<file path="src/rtl/down_counter_timer_if.sv">
// Control/status bundle for down_counter_timer: load/enable controls in,
// count and status flags out. clk and rest stay as plain module ports.
interface down_counter_timer_if #(
    parameter int unsigned WIDTH = 4
);
    logic             load;
    logic [WIDTH-1:0] load_val;
    logic             en;
    logic             auto_reload;
    logic [WIDTH-1:0] q;
    logic             tc;
    logic             busy;
    logic             done;

    // Controller side: drives requests, observes the timer.
    modport master (
        output load, load_val, en, auto_reload,
        input  q, tc, busy, done
    );

    // Timer side.
    modport slave (
        input  load, load_val, en, auto_reload,
        output q, tc, busy, done
    );
endinterface

</file>
<file path="src/rtl/down_counter_timer.sv">
// Loadable down counter / interval timer. Counts a loaded value down to zero
// on enabled cycles, pulses tc for one cycle on reaching zero, and can
// optionally reload from the last loaded value and repeat.
module down_counter_timer #(
    parameter int unsigned WIDTH = 4
) (
    input  logic                 clk,
    input  logic                 rest,
    down_counter_timer_if.slave  bus
);

    typedef enum logic [1:0] {
        S_IDLE    = 2'd0,
        S_RUN     = 2'd1,
        S_EXPIRED = 2'd2
    } state_t;

    localparam logic [WIDTH-1:0] ONE = WIDTH'(1);

    state_t           state_q, state_d;
    logic [WIDTH-1:0] q_q, q_d;
    logic [WIDTH-1:0] rl_q, rl_d;
    logic             tc_q, tc_d;

    // Next-state: load beats counting; tc defaults low so it is a one-cycle pulse.
    always_comb begin
        state_d = state_q;
        q_d     = q_q;
        rl_d    = rl_q;
        tc_d    = 1'b0;
        if (bus.load) begin
            q_d     = bus.load_val;
            rl_d    = bus.load_val;
            state_d = (bus.load_val != '0) ? S_RUN : S_IDLE;
        end else begin
            unique case (state_q)
                S_RUN: begin
                    if (bus.en) begin
                        if (q_q == ONE) begin
                            q_d     = '0;
                            tc_d    = 1'b1;
                            state_d = S_EXPIRED;
                        end else if (q_q > ONE) begin
                            q_d = q_q - ONE;
                        end
                    end
                end
                S_EXPIRED: begin
                    if (bus.en && bus.auto_reload) begin
                        q_d     = rl_q;
                        state_d = S_RUN;
                    end
                end
                default: begin
                    // IDLE: hold, enable ignored
                end
            endcase
        end
    end

    // State registers with synchronous reset overriding every input.
    always_ff @(posedge clk) begin
        if (rest) begin
            state_q <= S_IDLE;
            q_q     <= '0;
            rl_q    <= '0;
            tc_q    <= 1'b0;
        end else begin
            state_q <= state_d;
            q_q     <= q_d;
            rl_q    <= rl_d;
            tc_q    <= tc_d;
        end
    end

    assign bus.q    = q_q;
    assign bus.tc   = tc_q;
    assign bus.busy = (state_q == S_RUN);
    assign bus.done = (state_q == S_EXPIRED);

endmodule

</file>
<file path="src/flat_wrapper.sv">
// flat-port wrapper written by rule: the top's interface ports become plain ports
module down_counter_timer_flat 
#(
    parameter int unsigned WIDTH = 4
)
  (clk, rest, bus_load, bus_load_val, bus_en, bus_auto_reload, bus_q, bus_tc, bus_busy, bus_done);
  down_counter_timer_if #(.WIDTH(WIDTH)) bus_i ();
  input  logic clk;
  input  logic rest;
  input wire logic [$bits(bus_i.load)-1:0] bus_load;
  input wire logic [$bits(bus_i.load_val)-1:0] bus_load_val;
  input wire logic [$bits(bus_i.en)-1:0] bus_en;
  input wire logic [$bits(bus_i.auto_reload)-1:0] bus_auto_reload;
  output wire logic [$bits(bus_i.q)-1:0] bus_q;
  output wire logic [$bits(bus_i.tc)-1:0] bus_tc;
  output wire logic [$bits(bus_i.busy)-1:0] bus_busy;
  output wire logic [$bits(bus_i.done)-1:0] bus_done;
  assign bus_i.load = bus_load;
  assign bus_i.load_val = bus_load_val;
  assign bus_i.en = bus_en;
  assign bus_i.auto_reload = bus_auto_reload;
  assign bus_q = bus_i.q;
  assign bus_tc = bus_i.tc;
  assign bus_busy = bus_i.busy;
  assign bus_done = bus_i.done;
  down_counter_timer #(.WIDTH(WIDTH)) u_core (.clk(clk), .rest(rest), .bus(bus_i));
endmodule
</file>
<file path="config.mk">
export PLATFORM = sky130hd
export DESIGN_NAME = down_counter_timer_flat
export DESIGN_NICKNAME = d
export VERILOG_FILES = /design/src/rtl/down_counter_timer_if.sv /design/src/rtl/down_counter_timer.sv /design/src/flat_wrapper.sv
export SDC_FILE = /design/constraint.sdc
export NUM_CORES = 1
export LEC_CHECK = 0
export BUFFER_PORTS_ARGS = -buffer_cell sky130_fd_sc_hd__buf_4
export CELL_PAD_IN_SITES_DETAIL_PLACEMENT = 0
export CELL_PAD_IN_SITES_GLOBAL_PLACEMENT = 2
export CORE_MARGIN = 5
export CORE_UTILIZATION = 33
export DETAILED_ROUTE_END_ITERATION = 10
export PLACE_DENSITY = 0.82
export SETUP_SLACK_MARGIN = 0.2
export SLEW_MARGIN = 10
export SYNTH_ARGS = -nofsm -noshare
export SYNTH_HDL_FRONTEND = slang
export SYNTH_SLANG_ARGS = --single-unit
</file>
<file path="constraint.sdc">
create_clock -name clk -period 3.3 [get_ports clk]
set_input_delay 0.825 -clock clk [delete_from_list [all_inputs] [get_ports clk]]
set_output_delay 0.825 -clock clk [all_outputs]
set_load 0.03 [all_outputs]
</file>
==> flow_summary.yaml <==
run_status:
  outcome: "completed"
clocking:
  tritoncts: "built"
  cts.root.buffer_cell: "sky130_fd_sc_hd__clkbuf_4"
  worst_setup_hold_path_clk_slew_ns: 0.07
  post_cts_buffers: 0
  cts_inserted_buffers: 3
  cts.repair.resized: 0
  post_cts_hold_buffer_count: 0
  clock_sink_count: 11
  worstSkewPairLatency_ns: 0.27
  cts-root-to-sink-buffers: 2
  maximum_level_of_the_cts_h_tree: 1
synth:
  synth_area_leaders: "sky130_fd_sc_hd__dfxtp_1 33%, sky130_fd_sc_hd__mux2i_1 6.0%, sky130_fd_sc_hd__buf_6 5.0%"
  area_of_the_mapped_netlist_um2: 669.4
  synth_top_family_by_area: "simple AND/OR/NAND/NOR gates"
  synth_simple_gate_area_share: 0.2897
  yosys_register_bits: 11
  count_of_distinct_cell_types_in_the_synthesized_netlist: 35
  synth_sequential_area_ratio: 0.3290
  post_synthesis_cell_count: 70
  synth.yosys.warnings: 0
  synth_area_per_cell_um2: 9.563
  netlist.top_cell.by_area: "sky130_fd_sc_hd__dfxtp_1"
  adder_and_majority_cell_fraction_of_the_synthesized_area: 0.03738
  proportion_of_netlist_area_held_by_the_largest_area_contributor: 0.3290
  yosys-mux-area-fraction: 0.05981
  syn_nets: 81
  synthXorXnorAreaFrac: 0.01308
  synth-compound-area-share: 0.1907
detailed_routing:
  route.final.wire_length_mm: 1.458
  drtAntennaViolNets: 0
  drt_iter0_markers: 12
  num_vias: 551
  firstDrtPassIters: 4
  detail_route.vias_per_cell: 4.920
  drc: 0
  wl_per_cell_um: 13.02
worst_setup_path:
  timing.critical_path.required_ns: 2.47
  critical_path_data_arrival_time_ns: 1.30
  critPathCaptureType: "output port"
  timing.critical_path.from_type: "register"
  crit_start: "u_core.state_q[1]"
  critical_path_peak_fanout: 9
  r2r-start: "u_core.bus.q[1]"
  crit_path_kind: "reg -> out"
sta:
  drv_slew: 0
  skew_ns: 0.001521
  final-setup-viol-count: 0
  timing.slew.headroom: 0.6663
  worst_pin_slew_ns: 0.4990
  final.min_clock_period_ns: 2.121
  smallest_setup_slack_after_layout_ns: 1.179
  grt_setup_unrepaired: "no"
  share_of_the_clock_period_used_by_the_worst_path: 0.6427
  finalHoldViolations: 0
  hold_ws_ns: 0.4726
  fmaxAchievable_ghz: 0.4715
  timing.setup.tns_ns: 0
power:
  worst_ir_drop_vdd_mv: 0.2328
  power.total_uw: 355.1
  powerDensity_nw_per_um2: 442.1
  power_leakage_uw: 0.0003389
placement:
  portBuffers: 15
  place.detailed.hpwl_mm: 1.094
  routabilityCongestion: 0.7814
  placedInstanceArea_um2: 777.0
  placement.setup.worst_slack_ns: 1.141
floorplan:
  initial_utilization: 0.3447
  die_x_um: 55.04
  io_pins: 16
  number_of_placement_rows: 16
  dieHeight_um: 55.04
  dieArea_um2: 3029
  core_area_um2: 1942
min_path:
  worst_hold_startpoint: "u_core.rl_q[1]"
  worst_hold_path_type: "reg -> reg"
layout:
  flow.area_growth_from_synthesis_pct: 20.00
  share_of_post_route_cells_with_drive_strength_above_1: 0.3059
  final_nets: 97
  postLayoutCellArea_um2: 803.3
  antenna_fix_cells: 0
global_routing:
  grt_max_degree: 20
  grt_pass1_wl_mm: 2.594
  leftover_overflow_at_the_end_of_global_routing: 0
  number_of_antenna_violations_at_the_first_check_in_global_routing: 0
  groute.usage.overall: 0.1233
  grt_pass1_vias: 548
flow_run:
  max_cap_viol_count: 0
==> routing by layer <==
| metal | share of wire | global-route usage |
|---|---|---|
| met4 | 0.0096 | 0.07287 |
| met1 | 0.50 | 0.1718 |
| met3 | 0.054 | 0.03485 |
| met5 | 0 | 0 |
| met2 | 0.43 | 0.1654 |
==> worst paths after layout <==
check | depth (start not counted) | endpoint | slack [ns]
setup / recovery | 2 | bus_done | 1.18
hold / removal | 2 | u_core.rl_q[1] | 0.47
setup reg to reg | 6 | u_core.bus.q[1] | 1.38
hold reg to reg | 2 | u_core.rl_q[1] | 0.47
==> synth_stat cells <==
cell,count
sky130_fd_sc_hd__nand2_1,2
sky130_fd_sc_hd__buf_6,3
sky130_fd_sc_hd__inv_1,4
sky130_fd_sc_hd__xor2_1,1
sky130_fd_sc_hd__or4b_1,1
sky130_fd_sc_hd__nand3b_1,2
sky130_fd_sc_hd__buf_2,1
sky130_fd_sc_hd__or3b_2,1
sky130_fd_sc_hd__a211o_1,1
sky130_fd_sc_hd__or4b_4,1
sky130_fd_sc_hd__o41ai_1,2
sky130_fd_sc_hd__a211oi_4,1
sky130_fd_sc_hd__mux2i_1,4
sky130_fd_sc_hd__a211oi_1,1
sky130_fd_sc_hd__and2b_2,1
sky130_fd_sc_hd__o311ai_0,1
sky130_fd_sc_hd__ha_1,2
sky130_fd_sc_hd__dfxtp_1,11
sky130_fd_sc_hd__and3b_2,1
sky130_fd_sc_hd__a221oi_1,2
sky130_fd_sc_hd__nor3_1,4
sky130_fd_sc_hd__nor2b_1,2
sky130_fd_sc_hd__nor3b_1,1
sky130_fd_sc_hd__or4bb_1,1
sky130_fd_sc_hd__o32ai_1,1
sky130_fd_sc_hd__nor2_1,7
sky130_fd_sc_hd__and4b_2,1
sky130_fd_sc_hd__nor4b_1,1
sky130_fd_sc_hd__nor2b_2,1
sky130_fd_sc_hd__a221o_1,1
sky130_fd_sc_hd__nand2b_1,1
sky130_fd_sc_hd__o21ai_0,1
sky130_fd_sc_hd__a21oi_2,1
sky130_fd_sc_hd__and2b_1,1
sky130_fd_sc_hd__a21oi_1,3
==> cell type report <==
| cell class | instances | area, um^2 |
|---|---|---|
| Inverter | 4 | 15.01 |
| Sequential cell | 11 | 220.2 |
| Clock buffer | 4 | 26.28 |
| Timing Repair Buffer | 15 | 112.6 |
| Fill cell | 207 | 1139 |
| Multi-Input combinational cell | 51 | 395.4 |
| Tap cell | 27 | 33.78 |
==> flip-flops by register name, indices dropped and copies added (netlist names) <==
| register | cells |
|---|---|
| u_core.bus.q | 4 |
| u_core.bus.tc | 1 |
| u_core.rl_q | 4 |
| u_core.state_q | 2 |
==> report_power, final <==
group	leakage, uW	internal, uW	switching [uW]
clock network	0.0000150	46.8	48.7
registers	0.0000907	143	11.3
logic	0.000233	48.6	56.5
==> worst max-delay path, cell delays in order, from the launching register on <==
cell and delay (ns):
sky130_fd_sc_hd__dfxtp_1 0.40, sky130_fd_sc_hd__nor2b_2 0.39, sky130_fd_sc_hd__buf_4 0.24
==> kinds of logic after synthesis <==
logic type | Yosys count
AOI/OAI and AO/OA | 15
adders and majority gates | 2
muxes | 4
and+or+nand+nor | 29
xor gates and xnor gates | 1
buffers and inverters | 8
DFF | 11
==> metrics by stage <==
| stage | instances | util |
|---|---|---|
| floorplan | 70 | - |
| detailed placement | 108 | 0.4001 |
| CTS | 112 | 0.4137 |
| finish | 112 | 0.4137 |
| global route | 112 | 0.4137 |
| global placement | 108 | 0.4001 |
==> layout by cell type, fill, tap and decap left out, types with 2 or more instances in the layout <==
master,n
sky130_fd_sc_hd__o41ai_1,2
sky130_fd_sc_hd__nor2b_1,2
sky130_fd_sc_hd__dfxtp_1,11
sky130_fd_sc_hd__inv_1,4
sky130_fd_sc_hd__nor2_1,7
sky130_fd_sc_hd__a21oi_1,3
sky130_fd_sc_hd__nor3_1,4
sky130_fd_sc_hd__nand2_1,2
sky130_fd_sc_hd__a221oi_1,2
sky130_fd_sc_hd__mux2i_1,4
sky130_fd_sc_hd__clkbuf_4,3
sky130_fd_sc_hd__nand3b_1,2
sky130_fd_sc_hd__ha_1,2
sky130_fd_sc_hd__buf_4,15
Note: power is estimated with default switching activity, not from simulation.
